[src/rtl/jpeg_pkg.sv]
`default_nettype none
// ============================================================================
//  Module      : jpeg_pkg
//  Description : Shared constants for the JPEG quantize/zigzag stage:
//                coefficient width, zigzag scan LUT, Annex K quality-50
//                luma/chroma tables, component enum and the fixed-point
//                reciprocal used by the quantizer.
//  Revision    : 1.0  initial release
// ============================================================================
package jpeg_pkg;

  localparam int CW = 11;

  typedef enum logic [1:0] {
    COMP_Y  = 2'd0,
    COMP_CB = 2'd1,
    COMP_CR = 2'd2
  } comp_e;

  typedef enum logic {
    BUF_EMPTY  = 1'b0,
    BUF_STREAM = 1'b1
  } buf_state_e;

  // Zigzag position k -> natural (row-major) index.
  localparam logic [5:0] c_zigzag [64] = '{
     0,  1,  8, 16,  9,  2,  3, 10,
    17, 24, 32, 25, 18, 11,  4,  5,
    12, 19, 26, 33, 40, 48, 41, 34,
    27, 20, 13,  6,  7, 14, 21, 28,
    35, 42, 49, 56, 57, 50, 43, 36,
    29, 22, 15, 23, 30, 37, 44, 51,
    58, 59, 52, 45, 38, 31, 39, 46,
    53, 60, 61, 54, 47, 55, 62, 63
  };

  // Luma quantization table, natural order.
  localparam logic [7:0] c_luma_q [64] = '{
    16,  11,  10,  16,  24,  40,  51,  61,
    12,  12,  14,  19,  26,  58,  60,  55,
    14,  13,  16,  24,  40,  57,  69,  56,
    14,  17,  22,  29,  51,  87,  80,  62,
    18,  22,  37,  56,  68, 109, 103,  77,
    24,  35,  55,  64,  81, 104, 113,  92,
    49,  64,  78,  87, 103, 121, 120, 101,
    72,  92,  95,  98, 112, 100, 103,  99
  };

  // Chroma quantization table, natural order.
  localparam logic [7:0] c_chroma_q [64] = '{
    17,  18,  24,  47,  99,  99,  99,  99,
    18,  21,  26,  66,  99,  99,  99,  99,
    24,  26,  56,  99,  99,  99,  99,  99,
    47,  66,  99,  99,  99,  99,  99,  99,
    99,  99,  99,  99,  99,  99,  99,  99,
    99,  99,  99,  99,  99,  99,  99,  99,
    99,  99,  99,  99,  99,  99,  99,  99,
    99,  99,  99,  99,  99,  99,  99,  99
  };

  // Zigzag position -> natural index.
  function automatic logic [5:0] zz(input logic [5:0] k);
    return c_zigzag[k];
  endfunction

  // R = floor((65536 + Q/2) / Q); Q=0 behaves as Q=1, so R fits 17 bits.
  function automatic logic [16:0] recip(input logic [7:0] q);
    logic [17:0] d;
    logic [17:0] num;
    d   = (q == 8'd0) ? 18'd1 : {10'd0, q};
    num = 18'd65536 + {1'b0, d[17:1]};
    return 17'(num / d);
  endfunction

endpackage
`default_nettype wire

[src/rtl/jpeg_quant_core.sv]
`default_nettype none
// ============================================================================
//  Module      : jpeg_quant_core
//  Description : Combinational quantizer. |c| is scaled by the reciprocal of
//                Q in 16-bit fixed point with +0.5 rounding, then the sign is
//                restored (round half away from zero).
//  Revision    : 1.0  initial release
// ============================================================================
module jpeg_quant_core
  import jpeg_pkg::*;
#(
  parameter int CW = jpeg_pkg::CW
) (
  input  logic signed [CW-1:0] coef,
  input  logic        [7:0]    q,
  output logic signed [CW-1:0] qcoef
);

  localparam int PW = CW + 17;

  logic [CW-1:0] w_mag;
  logic [16:0]   w_recip;
  logic [PW-1:0] w_sum;
  logic [CW-1:0] w_m;

  // Magnitude times reciprocal plus half, shifted down, then sign restored.
  always_comb begin
    // -1024 negates to the bit pattern 1024, which is the correct magnitude.
    w_mag   = coef[CW-1] ? CW'(-coef) : CW'(coef);
    w_recip = recip(q);
    w_sum   = PW'(w_mag) * PW'(w_recip) + PW'(32'd32768);
    w_m     = CW'(w_sum >> 16);
    qcoef   = coef[CW-1] ? -w_m : w_m;
  end

endmodule
`default_nettype wire

[src/rtl/jpeg_quant_zigzag.sv]
`default_nettype none
// ============================================================================
//  Module      : jpeg_quant_zigzag
//  Description : Captures 8x8 DCT blocks into a two-entry ping-pong buffer,
//                quantizes each coefficient with the luma or chroma table and
//                streams the results one per cycle in zigzag order.
//                Optional macro QTABLE_PROG_EN turns the quantization tables
//                into writable registers (qt_* ports).
//  Revision    : 1.0  initial release
// ============================================================================
module jpeg_quant_zigzag
  import jpeg_pkg::*;
#(
  parameter int CW   = jpeg_pkg::CW,
  parameter int NBUF = 2
) (
  input  logic                 clk,
  input  logic                 rst_n,
  input  logic                 in_valid,
  output logic                 in_ready,
  input  logic [64*CW-1:0]     coef_in,
  input  logic [1:0]           comp_in,
`ifdef QTABLE_PROG_EN
  input  logic                 qt_we,
  input  logic                 qt_sel,
  input  logic [5:0]           qt_addr,
  input  logic [7:0]           qt_data,
`endif
  output logic                 out_valid,
  input  logic                 out_ready,
  output logic signed [CW-1:0] out_coef,
  output logic [5:0]           out_idx,
  output logic [1:0]           out_comp,
  output logic                 out_last,
  output logic                 ovf
);

  logic [CW-1:0]        r_buf        [NBUF][64];
  comp_e                r_bcomp      [NBUF];
  buf_state_e           r_bstate     [NBUF];
  buf_state_e           w_bstate_nxt [NBUF];
  logic                 r_wptr;
  logic                 r_rptr;
  logic [5:0]           r_cnt;

  logic                 w_accept;
  logic                 w_load;
  logic                 w_wrap;
  comp_e                w_comp_norm;
  logic [5:0]           w_nat;
  logic signed [CW-1:0] w_coef;
  logic signed [CW-1:0] w_qcoef;
  logic [7:0]           w_q;
  logic                 w_tsel;

  // Handshake and load qualifiers; in_ready depends only on registered state.
  assign in_ready    = (r_bstate[r_wptr] == BUF_EMPTY);
  assign w_accept    = in_valid && in_ready;
  assign w_load      = (!out_valid || out_ready) && (r_bstate[r_rptr] == BUF_STREAM);
  assign w_wrap      = w_load && (r_cnt == 6'd63);
  assign w_comp_norm = (comp_in == 2'd3) ? COMP_CR : comp_e'(comp_in);

  // Block payload: unpacked into per-coefficient slots; state flags gate use.
  always_ff @(posedge clk) begin
    if (w_accept) begin
      for (int n = 0; n < 64; n++) begin
        r_buf[r_wptr][n] <= coef_in[(64*CW-1) - CW*n -: CW];
      end
      r_bcomp[r_wptr] <= w_comp_norm;
    end
  end

  // Per-buffer drain state register.
  always_ff @(posedge clk or negedge rst_n) begin
    if (!rst_n) begin
      for (int b = 0; b < NBUF; b++) begin
        r_bstate[b] <= BUF_EMPTY;
      end
    end else begin
      r_bstate <= w_bstate_nxt;
    end
  end

  // Next state: loading idx 63 frees the read buffer, a capture fills the write buffer.
  always_comb begin
    w_bstate_nxt = r_bstate;
    if (w_wrap) begin
      w_bstate_nxt[r_rptr] = BUF_EMPTY;
    end
    if (w_accept) begin
      w_bstate_nxt[r_wptr] = BUF_STREAM;
    end
  end

  // Coefficient selection for the current zigzag position.
  assign w_nat  = zz(r_cnt);
  assign w_coef = r_buf[r_rptr][w_nat];
  assign w_tsel = (r_bcomp[r_rptr] != COMP_Y);

`ifdef QTABLE_PROG_EN
  logic [7:0] r_qt [2][64];

  // Writable tables, reset to Annex K; a write is visible to the next load.
  always_ff @(posedge clk or negedge rst_n) begin
    if (!rst_n) begin
      for (int n = 0; n < 64; n++) begin
        r_qt[0][n] <= c_luma_q[n];
        r_qt[1][n] <= c_chroma_q[n];
      end
    end else if (qt_we) begin
      r_qt[qt_sel][qt_addr] <= qt_data;
    end
  end

  assign w_q = r_qt[w_tsel][w_nat];
`else
  assign w_q = w_tsel ? c_chroma_q[w_nat] : c_luma_q[w_nat];
`endif

  jpeg_quant_core #(
    .CW    (CW)
  ) u_quant (
    .coef  (w_coef),
    .q     (w_q),
    .qcoef (w_qcoef)
  );

  // Pointers, zigzag counter, output register and sticky overflow flag.
  always_ff @(posedge clk or negedge rst_n) begin
    if (!rst_n) begin
      r_wptr    <= 1'b0;
      r_rptr    <= 1'b0;
      r_cnt     <= 6'd0;
      out_valid <= 1'b0;
      out_coef  <= '0;
      out_idx   <= 6'd0;
      out_comp  <= 2'd0;
      out_last  <= 1'b0;
      ovf       <= 1'b0;
    end else begin
      if (w_accept) begin
        r_wptr <= ~r_wptr;
      end
      if (in_valid && !in_ready) begin
        ovf <= 1'b1;
      end
      if (w_load) begin
        out_valid <= 1'b1;
        out_coef  <= w_qcoef;
        out_idx   <= r_cnt;
        out_comp  <= r_bcomp[r_rptr];
        out_last  <= (r_cnt == 6'd63);
        r_cnt     <= r_cnt + 6'd1;
        if (w_wrap) begin
          r_rptr <= ~r_rptr;
        end
      end else if (out_ready) begin
        out_valid <= 1'b0;
      end
    end
  end

endmodule
`default_nettype wire
[config.mk]
export PLATFORM = sky130hd
export DESIGN_NAME = jpeg_quant_zigzag
export DESIGN_NICKNAME = d
export VERILOG_FILES = /design/src/rtl/jpeg_pkg.sv /design/src/rtl/jpeg_quant_core.sv /design/src/rtl/jpeg_quant_zigzag.sv
export SDC_FILE = /design/constraint.sdc
export NUM_CORES = 2
export LEC_CHECK = 0
export CAP_MARGIN = 0
export CORE_ASPECT_RATIO = 1.5
export CORE_UTILIZATION = 40
export DETAILED_ROUTE_END_ITERATION = 10
export PLACE_DENSITY = 0.61
export SYNTH_ARGS = -nofsm -noshare
export SYNTH_HDL_FRONTEND = slang
export SYNTH_SLANG_ARGS = --single-unit
[constraint.sdc]
create_clock -name clk -period 64.9 [get_ports clk]
set_input_delay 12.98 -clock clk [delete_from_list [all_inputs] [get_ports clk]]
set_output_delay 12.98 -clock clk [all_outputs]
set_load 0.02 [all_outputs]
==> flow_summary.toml <==
[status]
status = "completed"

[yosys]
avgSynthCellArea_sq_um = 15.40
yosysSeqAreaShare = 0.6235
ys_ff_latch = 1444
synth_top_family_by_area = "multiplexers"
synthFlopType = "edfxtp_1"
muxShareOfSynthArea = 0.1235
yosys.area_share.adder = 0.07461
synth_top_area_frac = 0.6119
synth_area_leader_cell = "edfxtp_1"
synth-compound-area-share = 0.05930
synth_edf_count = 1412
synth_area_leaders = "edfxtp_1, mux4_2, fa_1"
ys_async_sr_fraction = 0.02216
synth_warnings = 0
synth-simple-area-share = 0.08626
yosysUniqueCellTypes = 117
netlist_area_sq_um = 69290
syn_inst = 4498
synth-xor-area-share = 0.009227

[setup_path]
critPathSlowestCell = "nor2b_1"
worstSetupPathType = "flop to flop"
endpoint_kind = "flop"
crit_family = "compound AO/OA/AOI/OAI gates"
crit_arrival_ns = 55.73
required_ns = 65.55
cp_max_fo = 37
path_buf_inv = 12
slowest_delay_ns = 0.85
critPathMostFrequentCell = "o21a_1"
r2r_slack_ns = 9.82
start_kind = "flop"

[route]
drt-total-wl_mm = 206.0
post_drt_wl_per_cell_um = 26.98
viasPerCell = 5.553
drcViolationCount = 0
routed-via-count = 42410
drtPass1Iterations = 5
ant_nets = 0
drt_iter0_drc = 2793

[finish]
layout_common_cells = "edfxtp_1, clkdlybuf4s50_1, nand2_1"
layout-drive-gt1-share = 0.1396
final_common_cell = "edfxtp_1"
finalNetCount = 6280
syn_to_final_growth_pct = 21.09

[sta]
setup_violations = 0
max_clock_freq_mhz = 18.16
hold_viol_final = 0
tightest_slew_ns = 1.222
slew_violations = 0
fin_tns_setup_ns = 0
rsz0062_at_grt = "no"
slew_headroom = 0.1800
finalCriticalPeriod_ns = 55.08
fin_crit_sh = 0.8487
skew_ns = 0.07080

[global_routing]
met1_usage = 0.2647
antenna_found_initial = 115
grt_use_met2 = 0.4084
grt_pass1_vias = 44650
grt_util_all_layers = 0.2340
use_met3 = 0.07717
grt_busiest_layer = "met2"
grt_pass1_wl_mm = 297.4
grt_max_degree = 156
gr-total-overflow = 0

[job]
cap_violations = 0

[cts]
ctsHoldBuffers = 0
clock_latency_ns = 0.83
cts_tree = "done"
post-cts-setup-buffers = 0
cts_resized = 0
htree_levels = 4
cts-root-buf = "clkbuf_16"
cts-buffers-inserted = 140
clockBufferDepth = 3
clk_pin_slew_worst_paths_ns = 0.06
numClockSinks = 1444

[placement]
place_hpwl_mm = 148.0
portBuffers = 732
place.gp.congestion = 0.9383

[floorplanning]
io_pins = 733
die_x_um = 341.8
die_area_sq_um = 174900
fp-row-count = 186
start_util = 0.4040
die_h_um = 511.7
core_sq_um = 171500

[min_path]
hold_class = "flop to flop"
synth_stat cells (all sizes together), types with 53 or more instances:
master and n:
o21ai 83, a311oi 57, a21oi 76, nor2 196, edfxtp 1412, clkbuf 129
o21a 72, inv 189, mux4 352, nand3 205, nor3 74, ha 202
buf 98, nand2 561, fa 132, xnor2 53
stage by stage:
stage	util	worst slack (ns)	cell area, sq um	hold WS [ns]	std cells
global route	0.4888	5.339	83840	0.5276	7612
finish	0.4892	9.820	83900	0.4971	7636
global placement	0.4631	11.87	79430	0.4581	7350
floorplan	-	0.9359	69320	0.4939	4507
CTS	0.4886	10.01	83810	0.5037	7599
detailed placement	0.4631	10.31	79430	0.4872	7350
path summary, 6_finish.rpt:
path                                      start                        to  depth (start not counted)
setup / recovery           r_cnt[0]$_DFFE_PN0P_  out_coef[10]$_DFFE_PN0P_                        238
hold / removal                  ovf$_DFFE_PN0P_           ovf$_DFFE_PN0P_                          1
setup reg to reg           r_cnt[0]$_DFFE_PN0P_  out_coef[10]$_DFFE_PN0P_                        238
hold reg to reg                 ovf$_DFFE_PN0P_           ovf$_DFFE_PN0P_                          1
max in group asynchronous                 rst_n        r_rptr$_DFFE_PN0P_                          2
min in group asynchronous                 rst_n           ovf$_DFFE_PN0P_                          2
state kept, by name (all words and copies together), names as in the netlist:
name,cells
r_buf,1408
out_coef,11
out_idx,6
r_cnt,6
r_bcomp,4
out_comp,2
r_bstate,2
out_last,1
out_valid,1
ovf,1
r_rptr,1
r_wptr,1
logic make-up (layout without fill, tap and decap cells):
kind of cell | Yosys count | in the layout
buf+inv | 416 | 1252
xor+xnor | 73 | 73
flops | 1444 | 1444
compound gates | 542 | 542
simple gates | 1278 | 1278
fa+ha+maj | 334 | 334
mux | 409 | 409
other cells | 2 | 48
metal layers:
layer  share of wire  up-vias  wire length, um
met4           0.033      134             6800
met5          0.0042        -              867
li1                -    18950                -
met1            0.37    21590            76040
met3           0.079      421            16370
met2            0.51     1308           105900
layout make-up:
class / count / area [sq um]
diodes: 37 / 92.59
clock buffers: 183 / 3685
clock inverters: 66 / 695.7
fillers: 14530 / 87610
inverters: 189 / 716.9
multi-input cells: 2647 / 24660
flip-flops and latches: 1444 / 43210
well taps: 2256 / 2823
repair buffers: 814 / 8030
worst reg2reg max path: cells and delay by family (launching register included):
family	cells	cell delay, ns
buf+inv	12	2.48
simple gates	79	18.56
compound gates	116	23.17
xor+xnor	2	0.50
flops	1	0.75
mux	3	0.95
fa+ha+maj	26	8.58
Power is not shown: default switching activity piles up to over one toggle a cycle in this logic, so the estimate is an artifact.
